### src/rtl/mmio_uart_tx.sv
// mmio_uart_tx: memory-mapped 8N1 UART transmitter that sits on the CPU data bus.
// Register window (16 bytes at BASE_ADDR): 0 TXDATA, 1 STATUS, 2 BAUDDIV, 3 CTRL.
// Optional parity bit: define MMIO_UART_TX_PARITY_EN to add CTRL.parity_en/odd
// and a PARITY state between DATA and STOP.
module mmio_uart_tx #(
   parameter logic [31:0] BASE_ADDR   = 32'h1000_0000,
   parameter int unsigned FIFO_DEPTH  = 8,
   parameter logic [15:0] DEFAULT_DIV = 16'd433
) (
   input  logic        clk,
   input  logic        rst,
   input  logic        ce,
   input  logic        wrn,
   input  logic [31:0] mem_addr,
   input  logic [31:0] mem_data_i,
   output logic [31:0] mem_data_o,
   output logic        txd,
   output logic        tx_irq
);

   localparam int unsigned PtrW = $clog2(FIFO_DEPTH);
   localparam int unsigned CntW = PtrW + 1;

`ifdef MMIO_UART_TX_PARITY_EN
   typedef enum logic [2:0] {StIdle, StStart, StData, StParity, StStop} state_e;
`else
   typedef enum logic [1:0] {StIdle, StStart, StData, StStop} state_e;
`endif

   // Bus decode
   logic       hit;
   logic [1:0] offset;
   logic       wr_txdata, wr_status, wr_div, wr_ctrl;

   assign hit       = ce & (mem_addr[31:4] == BASE_ADDR[31:4]);
   assign offset    = mem_addr[3:2];
   assign wr_txdata = hit & wrn & (offset == 2'd0);
   assign wr_status = hit & wrn & (offset == 2'd1);
   assign wr_div    = hit & wrn & (offset == 2'd2);
   assign wr_ctrl   = hit & wrn & (offset == 2'd3);

   // Architectural state
   logic [7:0]      fifo_q [FIFO_DEPTH];
   logic [PtrW-1:0] wr_ptr_q, wr_ptr_d, rd_ptr_q, rd_ptr_d;
   logic [CntW-1:0] count_q, count_d;
   logic            ovf_q, ovf_d;
   logic [15:0]     div_q, div_d;
   logic            tx_en_q, tx_en_d, irq_en_q, irq_en_d;
`ifdef MMIO_UART_TX_PARITY_EN
   logic            parity_en_q, parity_en_d, odd_q, odd_d;
`endif
   state_e          state_q, state_d;
   logic [15:0]     timer_q, timer_d;
   logic [2:0]      idx_q, idx_d;
   logic [7:0]      sr_q, sr_d;
   logic            irq_q, irq_d;

   logic full, empty, push_ok, pop, bit_done, busy;

   // Fullness uses the pre-edge count, so a push racing a pop while full is dropped.
   assign full     = (count_q == CntW'(FIFO_DEPTH));
   assign empty    = (count_q == '0);
   assign push_ok  = wr_txdata & ~full;
   assign pop      = (state_q == StIdle) & tx_en_q & ~empty;
   assign bit_done = (timer_q == 16'd0);
   assign busy     = (state_q != StIdle);

   // Register-file and FIFO bookkeeping next state
   always_comb begin
      wr_ptr_d = wr_ptr_q;
      rd_ptr_d = rd_ptr_q;
      count_d  = count_q;
      ovf_d    = ovf_q;
      div_d    = div_q;
      tx_en_d  = tx_en_q;
      irq_en_d = irq_en_q;
`ifdef MMIO_UART_TX_PARITY_EN
      parity_en_d = parity_en_q;
      odd_d       = odd_q;
`endif
      if (push_ok) wr_ptr_d = wr_ptr_q + PtrW'(1);
      if (pop)     rd_ptr_d = rd_ptr_q + PtrW'(1);
      case ({push_ok, pop})
         2'b10:   count_d = count_q + CntW'(1);
         2'b01:   count_d = count_q - CntW'(1);
         default: count_d = count_q;
      endcase
      if (wr_txdata & full) begin
         ovf_d = 1'b1;
      end else if (wr_status & mem_data_i[3]) begin
         ovf_d = 1'b0;
      end
      if (wr_div) div_d = mem_data_i[15:0];
      if (wr_ctrl) begin
         tx_en_d  = mem_data_i[0];
         irq_en_d = mem_data_i[2];
`ifdef MMIO_UART_TX_PARITY_EN
         parity_en_d = mem_data_i[1];
         odd_d       = mem_data_i[3];
`endif
      end
   end

   // Transmit FSM: timer reloads from BAUDDIV at every state/bit entry
   always_comb begin
      state_d = state_q;
      timer_d = timer_q;
      idx_d   = idx_q;
      sr_d    = sr_q;
      unique case (state_q)
         StIdle: begin
            if (pop) begin
               state_d = StStart;
               timer_d = div_q;
               sr_d    = fifo_q[rd_ptr_q];
            end
         end
         StStart: begin
            if (bit_done) begin
               state_d = StData;
               idx_d   = 3'd0;
               timer_d = div_q;
            end else begin
               timer_d = timer_q - 16'd1;
            end
         end
         StData: begin
            if (bit_done) begin
               timer_d = div_q;
               if (idx_q == 3'd7) begin
`ifdef MMIO_UART_TX_PARITY_EN
                  state_d = parity_en_q ? StParity : StStop;
`else
                  state_d = StStop;
`endif
               end else begin
                  idx_d = idx_q + 3'd1;
               end
            end else begin
               timer_d = timer_q - 16'd1;
            end
         end
`ifdef MMIO_UART_TX_PARITY_EN
         StParity: begin
            if (bit_done) begin
               state_d = StStop;
               timer_d = div_q;
            end else begin
               timer_d = timer_q - 16'd1;
            end
         end
`endif
         StStop: begin
            if (bit_done) begin
               state_d = StIdle;
            end else begin
               timer_d = timer_q - 16'd1;
            end
         end
         default: state_d = StIdle;
      endcase
   end

   // Level interrupt, registered one clock behind its condition
   always_comb begin
      irq_d = irq_en_q & empty & (state_q == StIdle);
   end

   // Serial line decode from FSM state
   always_comb begin
      txd = 1'b1;
      unique case (state_q)
         StStart: txd = 1'b0;
         StData:  txd = sr_q[idx_q];
`ifdef MMIO_UART_TX_PARITY_EN
         StParity: txd = (^sr_q) ^ odd_q;
`endif
         default: txd = 1'b1;
      endcase
   end

   // Zero-wait combinational read mux
   always_comb begin
      mem_data_o = 32'd0;
      if (hit) begin
         unique case (offset)
            2'd0: mem_data_o = 32'd0;
            2'd1: mem_data_o = {17'd0, 7'(count_q), 4'd0, ovf_q, busy, empty, full};
            2'd2: mem_data_o = {16'd0, div_q};
`ifdef MMIO_UART_TX_PARITY_EN
            2'd3: mem_data_o = {28'd0, odd_q, irq_en_q, parity_en_q, tx_en_q};
`else
            2'd3: mem_data_o = {29'd0, irq_en_q, 1'b0, tx_en_q};
`endif
            default: mem_data_o = 32'd0;
         endcase
      end
   end

   // State registers with synchronous active-low reset
   always_ff @(posedge clk) begin
      if (!rst) begin
         wr_ptr_q <= '0;
         rd_ptr_q <= '0;
         count_q  <= '0;
         ovf_q    <= 1'b0;
         div_q    <= DEFAULT_DIV;
         tx_en_q  <= 1'b0;
         irq_en_q <= 1'b0;
`ifdef MMIO_UART_TX_PARITY_EN
         parity_en_q <= 1'b0;
         odd_q       <= 1'b0;
`endif
         state_q  <= StIdle;
         timer_q  <= 16'd0;
         idx_q    <= 3'd0;
         sr_q     <= 8'd0;
         irq_q    <= 1'b0;
      end else begin
         wr_ptr_q <= wr_ptr_d;
         rd_ptr_q <= rd_ptr_d;
         count_q  <= count_d;
         ovf_q    <= ovf_d;
         div_q    <= div_d;
         tx_en_q  <= tx_en_d;
         irq_en_q <= irq_en_d;
`ifdef MMIO_UART_TX_PARITY_EN
         parity_en_q <= parity_en_d;
         odd_q       <= odd_d;
`endif
         state_q  <= state_d;
         timer_q  <= timer_d;
         idx_q    <= idx_d;
         sr_q     <= sr_d;
         irq_q    <= irq_d;
      end
   end

   // FIFO storage needs no reset; count and pointers define validity
   always_ff @(posedge clk) begin
      if (push_ok) fifo_q[wr_ptr_q] <= mem_data_i[7:0];
   end

   assign tx_irq = irq_q;

   logic unused_bits;
   assign unused_bits = ^{mem_data_i[31:16], mem_addr[1:0]};

endmodule
### config.mk
export PLATFORM = sky130hd
export DESIGN_NAME = mmio_uart_tx
export DESIGN_NICKNAME = d
export VERILOG_FILES = /design/src/rtl/mmio_uart_tx.sv
export SDC_FILE = /design/constraint.sdc
export NUM_CORES = 1
export LEC_CHECK = 0
export CORE_MARGIN = 1
export CORE_UTILIZATION = 53
export CTS_BUF_LIST = sky130_fd_sc_hd__clkbuf_4 sky130_fd_sc_hd__clkbuf_8 sky130_fd_sc_hd__clkbuf_16
export DETAILED_ROUTE_END_ITERATION = 6
export PLACE_DENSITY = 0.88
export SETUP_SLACK_MARGIN = 0.2
export SLEW_MARGIN = 20
export SYNTH_ARGS = -nofsm -noshare
export SYNTH_HDL_FRONTEND = slang
export SYNTH_SLANG_ARGS = --single-unit
### constraint.sdc
create_clock -name clk -period 4 [get_ports clk]
set_clock_uncertainty 0.2 [all_clocks]
set_input_delay 0.4 -clock clk [delete_from_list [all_inputs] [get_ports clk]]
set_output_delay 0.4 -clock clk [all_outputs]
set_load 0.02 [all_outputs]
Word-level counts from Yosys, hierarchy flattened:

Memory sizes are Yosys's and may differ from the RTL's. A register that Yosys moved wholly into a read port is not among the register bits.
Cells that the tools add are included.

* output and inout bits: 34
* memories kept: 1
* register bits: 51
* RAM bits: 64
* logic and storage cells: 90

* mux-type cells: 24
* $lt $le $gt $ge: 1
* bitwise logic cells: 15
* eq/ne operators: 18
* reduce and logical (&&, ||, !) cells: 14
* add/subtract/negate cells: 6

Memory list
* fifo_q: words 8, bits a word 8, read ports 1, clocked after Yosys merged registers in 1, write ports 1, RTL line 43 `logic [7:0] fifo_q [FIFO_DEPTH];`

Operators with widths (number)
* $pmux 32 s4: 1
* $mux 16: 3
* $pmux 16 s3: 1
* $mux 32: 1
* $eq 28x25->1 const B: 1
* $logic_not 16->1: 1
* $sub 16x1->16 const B: 1
* $ne 2x2->1 const B: 7
* $and 1x1->1: 13
* $eq 2x2->1 const B: 5
* $mux 2: 5
* $add 3x1->3 const B: 3
* $mux 3: 3
* $pmux 2 s4: 1
* $pmux 4 s2: 1
* $reduce_bool 2->1: 4
* $eq 2x1->1 const B: 3
* $pmux 3 s2: 1
* $mux 1: 5
* $reduce_and 5->1: 1
* $add 4x1->4 const B: 1
* $eq 4x4->1 const B: 1
* $logic_not 2->1: 2
* $logic_not 4->1: 1
* 10 further kinds: 12

Depth between registers and ports, before layout:

Gate-level depths: netlist of run 1.

* depth after elaboration: 7
* mapped depth: 12
* mapped depth without buffers: 11

Worst setup path before layout of run 1:

No wires, ideal clock.

* path kind: input to register
* start: input port mem_addr[20]
* end: memory fifo_q[2][0], enable pin
* setup time: 385 ps
* setup slack: 1181 ps
* stages: 6
* arrival time: 2234 ps
* required time: 3415 ps
* path through: nor4b_1 nand4_1 nor2_1 nand3_1 or2_1 nor3b_1

* cells in the longest elaborated chain, start to end: 7

Ends and longest elaborated chain
* start: declaration: RTL line 14 `input logic [31:0] mem_addr,`
* $eq 28x25->1: RTL line 35 `assign hit = ce & (mem_addr[31:4] == BASE_ADDR[31:4]);`
* $and 1x1->1: RTL line 35
* $and 1x1->1 (2 in series): RTL line 37 `assign wr_txdata = hit & wrn & (offset == 2'd0);`
* $and 1x1->1: RTL line 63 `assign push_ok = wr_txdata & ~full;`
* $mux 1: RTL line 241 `if (push_ok) fifo_q[wr_ptr_q] <= mem_data_i[7:0];`
* $mux 1 (not written as such): RTL line 241
* end: declaration: RTL line 43

No other way between the ends.

Final worst setup path of run 1:

* start: input port mem_addr[2]
* end: output port mem_data_o[9]

* cells in the longest elaborated chain, start to end: 3

Ends and longest elaborated chain
* $eq 2x2->1, or another cell as far along: RTL line 186 `unique case (offset)`
* $pmux 32 s4 *: RTL line 186
* $mux 32 *: RTL line 185 `if (hit) begin`
* end: declaration: RTL line 16 `output logic [31:0] mem_data_o,`

Every way passes the cells marked *; elsewhere a longest branch is shown, timed or not. The select of a mux whose other input is x is not followed.

==> results by group, run 1 <==
Synth
  • Proportion of synthesized area in mux cells: 0.09722
  • Post-synth EDFFs: between 60 and 70
  • Distinct cell type count after synthesis: 60
  • Post-Synth XOR/XNOR Area: 0.01049
  • Simple-gate area share of the yosys netlist: 0.1522
  • Post-synthesis sequential area ratio: 0.5310
  • Main synth FF type: edfxtp_1
  • Synth Warn #: 0
  • Area fraction in compound gates after synthesis: 0.1285
  • Post-synthesis cell count: 518
  • Post-Syn Area: between 5000 and 6000 sq um
  • Synth Area per Inst: ~11 sq um
  • Largest family of logic cells by synthesized area: simple AND/OR/NAND/NOR gates
  • Synthesized-area fraction occupied by adder cells: 0.02998
  • Seq cells post-synth: between 100 and 150
  • Ys async rst share: 0

Layout
  • N_diodes: 0
  • Most common cell after layout, fill and taps aside: clkdlybuf4s50_1
  • Most frequent cells in the layout: clkdlybuf4s50_1, edfxtp_1, dfxtp_1
  • Fin nets: between 600 and 700
  • Layout cells sized above 1: 0.1319
  • Area Growth Syn to Fin: 23.47%

Clock tree
  • CTS buffer count: 17
  • Clock buffer depth: 2
  • # clock sinks: 123
  • Clock latency on the worst-skew pair: approximately 0.52 ns
  • Postcts setup bufs: 0
  • CTS-repair resized insts: 0
  • CTS root buffer: clkbuf_8
  • H-Tree Depth: 4
  • # hold bufs at CTS: 0
  • CTS tree: built
  • Worst-path clk slew: 0.06 ns

Global routing
  • Vias in the first global route: approximately 4400
  • First-pass GRT wire length: ~23000 um
  • Largest net degree at the start of global routing: 42
  • GRT Total Usage: 0.2646
  • Antenna violations before repair: 0
  • Grt ovf: 0

STA
  • Final Cycle Share: 0.7991
  • Final setup TNS: 0 ns
  • RSZ-0062 raised after global routing: false
  • Post-route minimum period: 3.197 ns
  • Max_slew headroom: 0.4006
  • F_max: ~310 MHz
  • Max-slew violation count: 0
  • Worst Tran Pin Value: 0.8990 ns
  • Hold Fails Final Rpt: 0
  • Setup violators final: 0

Drt
  • Vias per std cell: slightly above 6
  • Initial DRC Count: a little over 400
  • Detailed Route WL: 14370 um
  • Drt first pass iters: 5
  • Vias: 4548
  • DRC: 0
  • Mean routed wirelength per cell: about 20 um
  • Final ANT Viol Nets: 0

Setup path
  • Worst Setup SP: mem_addr[2]
  • CP Data Required Time: around 3.4 ns
  • Kind of critical path: input port to output port
  • Startpoint types: input port
  • RR Startpoint: state_q[0]
  • Critical Path Sink Type: output port
  • Worst EP arrival: about 2.6 ns
  • Max FO, Critical Path: 9

Placement
  • RePlAce Congestion: about 0.85
  • Placed wire-length estimate: about 9200 um
  • IO Port Bufs: 67

Worst hold path
  • Worst Hold Launch: mem_data_i[13]
  • Type of the worst min-delay path: input port to register

Floorplanning
  • FP Rows: 37
  • Core area: 10510 sq um
  • Initial Utilization: 0.5560
  • Ports: a little over 100
  • Die Ht: around 110 um
  • Die Wd: ~110 um
  • DIE AREA: about 11000 sq um

Power
  • Sw Pwr: approximately 1.1 mW
  • Switching share of total power: 0.2900
  • Clock Power Share: 0.428
  • Pint: 2.652 mW
  • P per Cell Area: around 520 nW/um^2
  • Reg power frac: 0.369
  • Worst vdd ir: 0.3499 mV
  • Pwr Total: around 3.7 mW
  • Gate power share: 0.203
  • Leak: ~2.5 nW

Status
  • Status: finished, final reports clean

Flow run
  • Maxcap violations: 0
[cells by family after synthesis]
family	count (synthesis)
AO/OA/AOI/OAI	103
XOR/XNOR	7
adder cells (fa/ha/maj)	14
buffers and inverters	57
flip-flops	123
multiplexers	34
other	1
AND/OR/NAND/NOR	179
[per-stage QoR]
stage / util / hold slack (ns) / std cells / worst slack, ns / cell area (sq um)
6_report: 0.6865 / 0.2303 / 735 / 0.8035 / 7214
4_1_cts: 0.6858 / 0.2175 / 735 / 0.5172 / 7207
2_1_floorplan: - / 0.2280 / 533 / 1.181 / 5899
3_5_place_dp: 0.6270 / 0.2679 / 703 / 0.4269 / 6589
5_1_grt: 0.6865 / 0.2270 / 735 / 0.5871 / 7214
3_3_place_gp: 0.6270 / 0.2621 / 703 / 0.6037 / 6589
[critical path, stage by stage]
cell,delay (ns)
clkdlybuf4s50_1,0.63
nor2b_1,0.58
a22oi_1,0.19
nor2_1,0.16
clkdlybuf4s50_1,0.63
[flip-flops by register name (all words and copies together) (netlist names), 3 cells and up]
| name | count |
|---|---|
| div_q | 16 |
| rd_ptr_q | 3 |
| idx_q | 3 |
| wr_ptr_q | 3 |
| sr_q | 8 |
| count_q | 4 |
| fifo_q | 64 |
| timer_q | 16 |
[synthesized netlist by cell type (7+ instances only)]
library cell / n / area share
or3_1: 7 / 0.0075
nand2_1: 57 / 0.037
ha_1: 14 / 0.030
a22oi_1: 11 / 0.014
nand3_1: 15 / 0.013
nor2_1: 41 / 0.026
and3_1: 9 / 0.0096
mux2i_1: 14 / 0.024
edfxtp_1: 64 / 0.33
buf_2: 8 / 0.0069
inv_1: 11 / 0.0071
a21oi_1: 31 / 0.027
a211oi_1: 11 / 0.014
nor4_1: 9 / 0.0096
o21ai_0: 9 / 0.0077
clkbuf_1: 16 / 0.010
dfxtp_1: 59 / 0.20
mux4_2: 18 / 0.069
buf_4: 18 / 0.023
[final cells by class]
class	count	area (sq um)
multi-input cells	353	2516
fillers	709	3294
inverters	12	45.04
well taps	136	170.2
clock buffers	18	427.9
repair buffers	79	760.7
clock inverters	14	190.2
flip-flops and latches	123	3104
[metal layers]
| metal | wire length [um] | up-vias | global-route usage | part of all wire |
|---|---|---|---|---|
| met5 | 0 | - | 0 | 0 |
| li1 | - | 2045 | - | - |
| met2 | 6997 | 295 | 0.4355 | 0.49 |
| met1 | 5544 | 2165 | 0.3296 | 0.39 |
| met4 | 384 | 0 | 0.1145 | 0.027 |
| met3 | 1448 | 43 | 0.06809 | 0.10 |
[path summary, 6_finish.rpt]
path / slack (ns) / cells after the start / endpoint
setup / recovery: 0.80 / 5 / mem_data_o[9]
hold / removal: 0.23 / 3 / div_q[13]
setup reg to reg: 0.80 / 11 / count_q[2]
hold reg to reg: 0.29 / 2 / div_q[14]
[power by group through the flow]
stage	clock, mW	sequential, mW	combinational [mW]
after floorplan	0	1.40	0.560
after global placement	0	1.40	0.693
after detailed placement	0	1.40	0.724
after CTS	1.61	1.38	0.735
after global routing	1.67	1.38	0.816
final	1.60	1.38	0.757
Note: power is estimated with default switching activity, not from simulation.
==> run 2, diff against run 1 <==
Clock period 4 ns to 3 ns, I/O delays scaled along.
==> run 2 against run 1 <==
Setup slack worse by 0.50 ns. Highest routed layer unchanged. Largest power group unchanged. Sequential share of layout area shrank 1.1 points. Count of clock-buffer cells in the layout up 1. Global-route usage rose by 2.3 points. Total power grew 38%. Sequential power is 33% higher. First-iteration DRC count is 12% higher. Combinational power increased by 43%. Die area stayed put. Via count up 5.7%. Critical path depth grew 2. Register-to-register slack lost 0.50 ns.
==> results by group, run 2 (synthesis results as in run 1) <==
Status
  • Status: finished, final reports clean

Clock tree
  • CTS tree: built
  • Worst-path clk slew: 0.06 ns (about the same)
  • Clock buffer depth: 2 (unchanged)
  • H-Tree Depth: 4 (unchanged)
  • Clock latency on the worst-skew pair: 0.53 ns (about the same)
  • CTS buffer count: 17 (unchanged)
  • CTS root buffer: clkbuf_8
  • # clock sinks: 123 (unchanged)
  • # hold bufs at CTS: 0 (unchanged)

Setup path
  • Critical Path, Cell by Cell: inv_1, ha_1, nor4b_1, nand2_2, o31ai_4, nor2_1, a32o_1
  • CP Data Required Time: 3.22 ns (-0.18 ns)
  • Worst R2R End: timer_q[3]
  • Largest delay share family, worst path: compound AO/OA/AOI/OAI gates
  • Worst EP arrival: 2.92 ns (+0.32 ns)
  • Path depth of the worst reg2reg path: 7 (-4)
  • Critical Path Sink Type: register
  • Internal reg-to-reg setup slack: 0.30 ns (-0.50 ns)
  • Crit path largest cell delay: 0.68 ns (+0.05 ns)
  • Kind of critical path: register to register
  • Worst path bufs/invs: 1 (-1)
  • RR Startpoint: timer_q[0]
  • Max FO, Critical Path: 16 (+7)
  • Critical-path top delay cell: o31ai_4
  • Startpoint types: register

Power
  • Leak: 2.771 nW (+11%)
  • P per Cell Area: 696.7 nW/um^2 (+35%)
  • Pwr Total: 5.153 mW (+38%)
  • Worst vdd ir: 0.4863 mV (+39%)

Global routing
  • Grt ovf: 0 (unchanged)
  • Antenna violations before repair: 0 (unchanged)
  • First-pass GRT wire length: 24270 um (+7.5%)
  • GRT Total Usage: 0.2876 (+0.02300)
  • Largest net degree at the start of global routing: 23 (-45%)
  • Vias in the first global route: 4641 (+4.4%)

Drt
  • Drt first pass iters: 7 (+2)
  • DRC: 0 (unchanged)
  • Mean routed wirelength per cell: 20.75 um (+6.1%)
  • Vias: 4807 (+5.7%)
  • Initial DRC Count: 461 (+12%)
  • Final ANT Viol Nets: 0 (unchanged)
  • Detailed Route WL: 15650 um (+8.9%)
  • Vias per std cell: 6.375 (+3.0%)

STA
  • Hold Fails Final Rpt: 0 (unchanged)
  • F_max: between 300 and 400 MHz
  • Hold WS: 0.1222 ns (-0.1081 ns)
  • RSZ-0062 raised after global routing: false
  • Post-route minimum period: approximately 2.7 ns
  • Worst Tran Pin Value: 0.9756 ns (+0.07660 ns)
  • Setup violators final: 0 (unchanged)
  • Final WS setup: 0.2994 ns (-0.5041 ns)
  • Final Cycle Share: 0.9002
  • Max-slew violation count: 0 (unchanged)
  • Final setup TNS: 0 ns (unchanged)
  • Max_slew headroom: 0.3487 (-0.05196)

Layout
  • N_diodes: 0 (unchanged)
  • Fin nets: 687 (+2.8%)
  • Area Growth Syn to Fin: 26.57%
  • Most frequent cells in the layout: edfxtp_1, dfxtp_1, nand2_1
  • Utilization after layout: 0.7038 (+0.01726)
  • Final Instance Area: 7396 sq um (+2.5%)
  • Biggest register: fifo_q
  • Largest regs: fifo_q (64), div_q (16), timer_q (16)
  • Max reg flops: 64 (unchanged)
  • Most common cell after layout, fill and taps aside: edfxtp_1
  • Layout cells sized above 1: 0.1602 (+0.02831)
  • Layout Cells excl Fill: 754 (+2.6%)

Placement
  • Placed Cells: 722 (+2.7%)
  • IO Port Bufs: 67 (unchanged)
  • Placed cell areas: 6731 sq um (+2.2%)
  • Placed wire-length estimate: 9568 um (+4.1%)
  • Dpl ws: -0.1351 ns (-0.5619 ns)
  • RePlAce Congestion: 0.9123 (+7.5%)

Floorplanning
  • Die Wd: 107 um (unchanged)
  • Core area: 10510 sq um (unchanged)
  • FP Rows: 37 (unchanged)
  • DIE AREA: 11450 sq um (unchanged)
  • Initial Utilization: 0.5560 (unchanged)
  • Die Ht: 107 um (unchanged)
  • Ports: 102 (unchanged)

Worst hold path
  • Worst Hold Launch: mem_data_i[10]
  • Hold Path Depth: 3 (unchanged)
  • Worst Hold End: div_q[10]
  • Type of the worst min-delay path: input port to register

Flow run
  • Maxcap violations: 0 (unchanged)
run 2: worst register-to-register path, cell delays in order (launching register included):
cell and delay (ns):
dfxtp_1 0.34, inv_1 0.14, ha_1 0.17, nor4b_1 0.37, nand2_2 0.21, o31ai_4 0.68, nor2_1 0.23, a32o_1 0.27
run 2: metal layers:
layer  GRT usage  wire [um]  vias to the layer above
met5           0          0                        -
met4      0.1380        815                        0
met3     0.08815       1607                       86
met2      0.4797       7401                      380
met1      0.3376       5825                     2243
li1            -          -                     2098
run 2: how the worst max path moves through the flow:
stage / startpoint / end / slack, ns / cells past startpoint
floorplan: mem_addr[20] / fifo_q[2][0] / 0.28 / 6
finish: timer_q[0] / timer_q[3] / 0.30 / 7
global placement: mem_addr[20] / count_q[2] / -0.05 / 12
detailed placement: mem_addr[20] / count_q[2] / -0.14 / 12
CTS: mem_addr[20] / mem_data_o[9] / 0.22 / 6
global route: state_q[0] / count_q[2] / 0.19 / 11
run 2: power by group:
| group | total (mW) | switching (mW) | leakage [nW] | internal, mW |
|---|---|---|---|---|
| Clock | 2.23 | 0.767 | 0.312 | 1.46 |
| Sequential | 1.84 | 0.0438 | 1.05 | 1.80 |
| Combinational | 1.08 | 0.689 | 1.41 | 0.394 |
| Total | 5.15 | 1.50 | 2.77 | 3.65 |
run 2: timing repair:
item / CTS / global route
resized for setup: 12 / 9
buffers inserted: 0 / 0
endpoints found under the setup margin: 17 / 8
pin swaps: 0 / 1
run 2: area by class of cell:
cell class | count | area (sq um)
timing repair buffer | 98 | 908.4
fill | 675 | 3113
sequential | 123 | 3103
clock buffer | 19 | 429.2
tap | 136 | 170.2
multi-input combinational | 353 | 2526
inverter | 12 | 45.04
clock inverter | 13 | 214.0
